<file path="src/rtl/axis_mstr_mux.sv">
// User-project to AS AXI-Stream master mux: packet-boundary source switching, 2-entry output skid buffer.
// Define AXIS_MSTR_MUX_PKT_CNT_EN to add the completed-packet counter (pkt_cnt / pkt_cnt_clr).
module axis_mstr_mux #(
    parameter int pCH_NUM                      = 4,
    parameter int pDATA_WIDTH                  = 32,
    parameter int pUSER_PROJECT_SIDEBAND_WIDTH = 5
) (
    input  logic                                            axis_clk,
    input  logic                                            axis_rst,
    input  logic [4:0]                                      user_prj_sel,
    input  logic [pCH_NUM-1:0]                              sm_tvalid,
    output logic [pCH_NUM-1:0]                              sm_tready,
    input  logic [pCH_NUM*pDATA_WIDTH-1:0]                  sm_tdata,
    input  logic [pCH_NUM*pUSER_PROJECT_SIDEBAND_WIDTH-1:0] sm_tupsb,
    input  logic [pCH_NUM*(pDATA_WIDTH/8)-1:0]              sm_tstrb,
    input  logic [pCH_NUM*(pDATA_WIDTH/8)-1:0]              sm_tkeep,
    input  logic [pCH_NUM-1:0]                              sm_tlast,
    output logic                                            m_tvalid,
    input  logic                                            m_tready,
    output logic [pDATA_WIDTH-1:0]                          m_tdata,
    output logic [pUSER_PROJECT_SIDEBAND_WIDTH-1:0]         m_tupsb,
    output logic [pDATA_WIDTH/8-1:0]                        m_tstrb,
    output logic [pDATA_WIDTH/8-1:0]                        m_tkeep,
    output logic                                            m_tlast,
    output logic [1:0]                                      m_tuser,
    output logic                                            busy
`ifdef AXIS_MSTR_MUX_PKT_CNT_EN
    ,
    input  logic                                            pkt_cnt_clr,
    output logic [15:0]                                     pkt_cnt
`endif
);

    localparam int SW = pDATA_WIDTH / 8;
    localparam int UW = pUSER_PROJECT_SIDEBAND_WIDTH;

    typedef struct packed {
        logic [pDATA_WIDTH-1:0] data;
        logic [UW-1:0]          upsb;
        logic [SW-1:0]          strb;
        logic [SW-1:0]          keep;
        logic                   last;
    } beat_t;

    typedef enum logic [0:0] {
        ST_IDLE = 1'b0,
        ST_PKT  = 1'b1
    } state_t;

    state_t             state_r;
    state_t             state_nxt_s;
    logic [4:0]         active_sel_r;
    logic [4:0]         active_sel_nxt_s;
    logic [pCH_NUM-1:0] ch_hit_s;
    logic               in_rdy_s;
    logic               sel_valid_s;
    logic               accept_s;
    beat_t              sel_beat_s;
    beat_t              main_r;
    beat_t              skid_r;
    logic               main_valid_r;
    logic               skid_valid_r;

    // One-hot decode of active_sel; all zero when the index is out of range
    always_comb begin
        for (int i = 0; i < pCH_NUM; i++) begin
            ch_hit_s[i] = (active_sel_r == 5'(i));
        end
    end

    // AND-OR gather of the selected channel's beat
    always_comb begin
        sel_valid_s = 1'b0;
        sel_beat_s  = '0;
        for (int i = 0; i < pCH_NUM; i++) begin
            sel_valid_s     = sel_valid_s | (sm_tvalid[i] & ch_hit_s[i]);
            sel_beat_s.data = sel_beat_s.data | (sm_tdata[i*pDATA_WIDTH +: pDATA_WIDTH] & {pDATA_WIDTH{ch_hit_s[i]}});
            sel_beat_s.upsb = sel_beat_s.upsb | (sm_tupsb[i*UW +: UW] & {UW{ch_hit_s[i]}});
            sel_beat_s.strb = sel_beat_s.strb | (sm_tstrb[i*SW +: SW] & {SW{ch_hit_s[i]}});
            sel_beat_s.keep = sel_beat_s.keep | (sm_tkeep[i*SW +: SW] & {SW{ch_hit_s[i]}});
            sel_beat_s.last = sel_beat_s.last | (sm_tlast[i] & ch_hit_s[i]);
        end
    end

    // Input side is ready only while the skid register is free
    assign in_rdy_s  = ~skid_valid_r;
    assign sm_tready = ch_hit_s & {pCH_NUM{in_rdy_s & ~axis_rst}};
    assign accept_s  = sel_valid_s & in_rdy_s & ~axis_rst;

    // Packet-boundary selection: source may only change while idle
    always_comb begin
        state_nxt_s      = state_r;
        active_sel_nxt_s = active_sel_r;
        case (state_r)
            ST_IDLE: begin
                if (accept_s && !sel_beat_s.last) begin
                    state_nxt_s = ST_PKT;
                end else begin
                    active_sel_nxt_s = user_prj_sel;
                end
            end
            ST_PKT: begin
                if (accept_s && sel_beat_s.last) begin
                    state_nxt_s = ST_IDLE;
                end else begin
                    state_nxt_s = ST_PKT;
                end
            end
            default: begin
                state_nxt_s      = ST_IDLE;
                active_sel_nxt_s = 5'd0;
            end
        endcase
    end

    // State and selection registers
    always_ff @(posedge axis_clk) begin
        if (axis_rst) begin
            state_r      <= ST_IDLE;
            active_sel_r <= 5'd0;
        end else begin
            state_r      <= state_nxt_s;
            active_sel_r <= active_sel_nxt_s;
        end
    end

    // Output register plus skid: skid drains first so beat order is preserved
    always_ff @(posedge axis_clk) begin
        if (axis_rst) begin
            main_valid_r <= 1'b0;
            main_r       <= '0;
            skid_valid_r <= 1'b0;
            skid_r       <= '0;
        end else if (!main_valid_r || m_tready) begin
            if (skid_valid_r) begin
                main_r       <= skid_r;
                main_valid_r <= 1'b1;
                skid_valid_r <= 1'b0;
            end else if (accept_s) begin
                main_r       <= sel_beat_s;
                main_valid_r <= 1'b1;
            end else begin
                main_valid_r <= 1'b0;
            end
        end else if (accept_s) begin
            skid_r       <= sel_beat_s;
            skid_valid_r <= 1'b1;
        end
    end

    assign m_tvalid = main_valid_r;
    assign m_tdata  = main_r.data;
    assign m_tupsb  = main_r.upsb;
    assign m_tstrb  = main_r.strb;
    assign m_tkeep  = main_r.keep;
    assign m_tlast  = main_r.last;
    assign m_tuser  = 2'b00;
    assign busy     = (state_r == ST_PKT);

`ifdef AXIS_MSTR_MUX_PKT_CNT_EN
    logic [15:0] pkt_cnt_r;

    // Completed-packet counter; clear wins over a same-cycle completion
    always_ff @(posedge axis_clk) begin
        if (axis_rst) begin
            pkt_cnt_r <= 16'd0;
        end else if (pkt_cnt_clr) begin
            pkt_cnt_r <= 16'd0;
        end else if (main_valid_r && m_tready && main_r.last) begin
            pkt_cnt_r <= pkt_cnt_r + 16'd1;
        end
    end

    assign pkt_cnt = pkt_cnt_r;
`endif

endmodule

</file>
<file path="config.mk">
export PLATFORM = sky130hd
export DESIGN_NAME = axis_mstr_mux
export DESIGN_NICKNAME = d
export VERILOG_FILES = /design/src/rtl/axis_mstr_mux.sv
export SDC_FILE = /design/constraint.sdc
export NUM_CORES = 1
export LEC_CHECK = 0
export BUFFER_PORTS_ARGS = -buffer_cell sky130_fd_sc_hd__buf_2
export CORE_UTILIZATION = 40
export CTS_CLUSTER_SIZE = 8
export DETAILED_ROUTE_END_ITERATION = 10
export PLACE_DENSITY = 0.74
export SYNTH_ARGS = -nofsm -noshare
export SYNTH_HDL_FRONTEND = slang
export SYNTH_SLANG_ARGS = --single-unit
</file>
<file path="constraint.sdc">
create_clock -name axis_clk -period 1.98 [get_ports axis_clk]
set_input_delay 0.198 -clock axis_clk [delete_from_list [all_inputs] [get_ports axis_clk]]
set_output_delay 0.198 -clock axis_clk [all_outputs]
set_load 0.02 [all_outputs]
</file>
==> key figures <==
Global routing
  – Pin count of the biggest net entering global routing: 51
  – GRT Util Overall: 21.3%
  – Vias in the first global route: 4848
  – Gr ovfl total: 0
  – Initial antenna violation count: 0
  – First-pass GRT wire length: 22800 µm

Logic synthesis
  – Synth warn: 0
  – Syn Std Cell Area: 5120 µm²
  – Yosys top cell area share: 39.1%
  – Yosys cell types: 42
  – Post-synth EDFFs: 0
  – FFs w/ async S/R, synth: 0%
  – Post-Syn Instances: 538
  – Largest cells by area after synthesis: dfxtp_1, mux2i_1, a221o_1
  – Mean Syn Cell Area: 9.52 µm²
  – Count leader, synth: dfxtp_1
  – Register area share after synthesis: 39.1%
  – Commonest cells post-synth: dfxtp_1, mux2i_1, nor2_1
  – Top FF cell, synth: dfxtp_1
  – Area leader, netlist: dfxtp_1
  – Yosys reg bits: 100

Route
  – DRT Pass-1 Iters: 4
  – DRC violations left: 0
  – Initial DRC count: 281
  – Wire length per cell: 15.7 µm
  – Final antenna-violating net count: 0
  – Routed vias/inst: 5.45
  – WL final: 14700 µm
  – Vias: 5103

Cells and area
  – Finished Layout Cells: 936
  – Seq. cell area: 2010 µm²
  – Final layout net count: 959
  – Area of the multi-input gates: 2880 µm²
  – Area grow syn2layout: 36.0%
  – Fillers: 1055
  – N_diodes: 0
  – Layout cells sized above 1: 38.8%

STA
  – Max_slew headroom: 39.5%
  – WHS: 0.141 ns
  – Final hold violation count: 0
  – Unrepaired setup endpoints after global routing: true
  – Final Cycle Share: 97.7%
  – Final setup vio count: 0
  – Min Clock Period, post-route: 1.93 ns
  – FMAX: 517 MHz
  – Worst-margin pin slew: 0.908 ns
  – Max-slew violation count: 0
  – Setup TNS: 0 ns
  – Setup ws final: 0.0452 ns
  – Final clock skew: 0.00597 ns

Floorplan
  – Vert. Die Dim: 115 µm
  – Num rows: 40
  – Die X: 115 µm
  – Initial Util: 41.8%
  – Core area: 12300 µm²
  – Total I/O pin count: 250
  – Die area: 13300 µm²

Power and ir drop
  – Leakage: 0.00299 µW
  – Design Power: 6240 µW
  – VDD IR max: 454 µV
  – PwrDens: 895 nW/µm²

Job
  – Max Cap Violations: 0

Worst setup path
  – Required time of the critical path: 2.20 ns
  – Setup CP Type: reg -> reg
  – Crit Path Max Fanout: 24
  – Critical Path End Type: flop
  – Startpoint Class: flop
  – Crit path DAT: 2.15 ns

CTS
  – Clock-pin slew on the worst setup and hold paths: 0.07 ns
  – CTS tree: built
  – # hold bufs at CTS: 0
  – Clk sinks: 100
  – Root Buffer: clkbuf_16
  – Latest clock arrival within the worst-skew pair: 0.33 ns
  – H-tree levels: 3
  – CTS Buf Count: 9
  – Clock Path Buffers: 2

Placement
  – Routability congestion estimate: 0.918
  – Worst Setup Slack post-DPL: 0.0121 ns
  – DP Cell Count: 917
  – DP Wirelength: 10700 µm
  – Buffers on Ports: 247

Status
  – Status: finished, final reports clean

Min path
  – Worst min path class: in -> reg
## per-stage QoR
step           area [µm²]  util [%]
2_1_floorplan        5130         -
3_3_place_gp         6580      53.7
3_5_place_dp         6580      53.7
4_1_cts              6880      56.1
5_1_grt              6970      56.8
6_report             6970      56.8
## cells in the final DEF (no fill, tap or decap), types with 3 or more instances in the layout
cell type | netlist | routed
o22a_1 | 38 | 38
nand3b_1 | 4 | 4
clkbuf_16 | 0 | 11
buf_4 | 3 | 7
a211oi_1 | 39 | 39
a221o_1 | 45 | 45
nor3_1 | 3 | 3
nand2_1 | 21 | 21
nor2_1 | 80 | 79
dfxtp_1 | 100 | 97
nor2b_1 | 10 | 10
buf_12 | 0 | 11
mux2i_1 | 93 | 93
o22ai_1 | 10 | 10
clkinv_4 | 0 | 4
a21oi_1 | 9 | 9
buf_2 | 11 | 247
## logic make-up after synthesis
kind of cell	after synthesis	share of synthesized area (%)
AND/OR/NAND/NOR	134	11.7
AO/OA/AOI/OAI	151	24.9
other	1	0.0732
buffers and inverters	57	5.40
multiplexers	95	18.8
flip-flops	100	39.1
## worst paths after layout
kind                    from         endpoint  slack [ns]  depth (start not counted)
max          active_sel_r[4]       m_tdata[5]        0.05                          5
max reg2reg  active_sel_r[4]       m_tdata[5]        0.05                          5
min reg2reg       skid_r[18]       skid_r[18]        0.46                          2
min          user_prj_sel[4]  active_sel_r[4]        0.14                          3
## flip-flops by register name (all words and copies together) (netlist names), named ones only
signal        cells
active_sel_r      5
m_tdata          32
m_tkeep           4
m_tlast           1
m_tstrb           4
m_tupsb           5
m_tvalid          1
skid_r           46
skid_valid_r      1
## metal layers
layer | vias to the layer above | track usage [%] | routed length [µm]
met5 | - | 0 | 0
met4 | 0 | 7.79 | 250
met3 | 21 | 3.53 | 713
met2 | 175 | 38.7 | 7610
met1 | 2410 | 25.1 | 6110
li1 | 2497 | - | -
## critical path: stages, from the launching register on
cell	delay (ns)
dfxtp_2	0.34
or4_4	0.55
a2bb2oi_2	0.16
a22o_4	0.24
buf_12	0.16
a221o_1	0.35
## what timing repair did
action | CTS | global route
pin swaps | 0 | 1
buffers inserted | 0 | 1
gates cloned | 0 | 2
gates resized for setup | 1 | 6
setup endpoints to repair | 1 | 57
## power by group
part           internal [µW]  total (µW)  switching [µW]
logic                   1070        2240            1170
registers               2180        2310             133
clock network            909        1690             783
## area by class of cell
type | count | share of cell area (%)
clock buffers | 10 | 3.43
repair buffers | 268 | 22.5
clock inverters | 6 | 0.790
flip-flops and latches | 100 | 28.8
multi-input cells | 382 | 41.3
well taps | 168 | 3.02
inverters | 2 | 0.108
(Power assumes the default switching activity.)
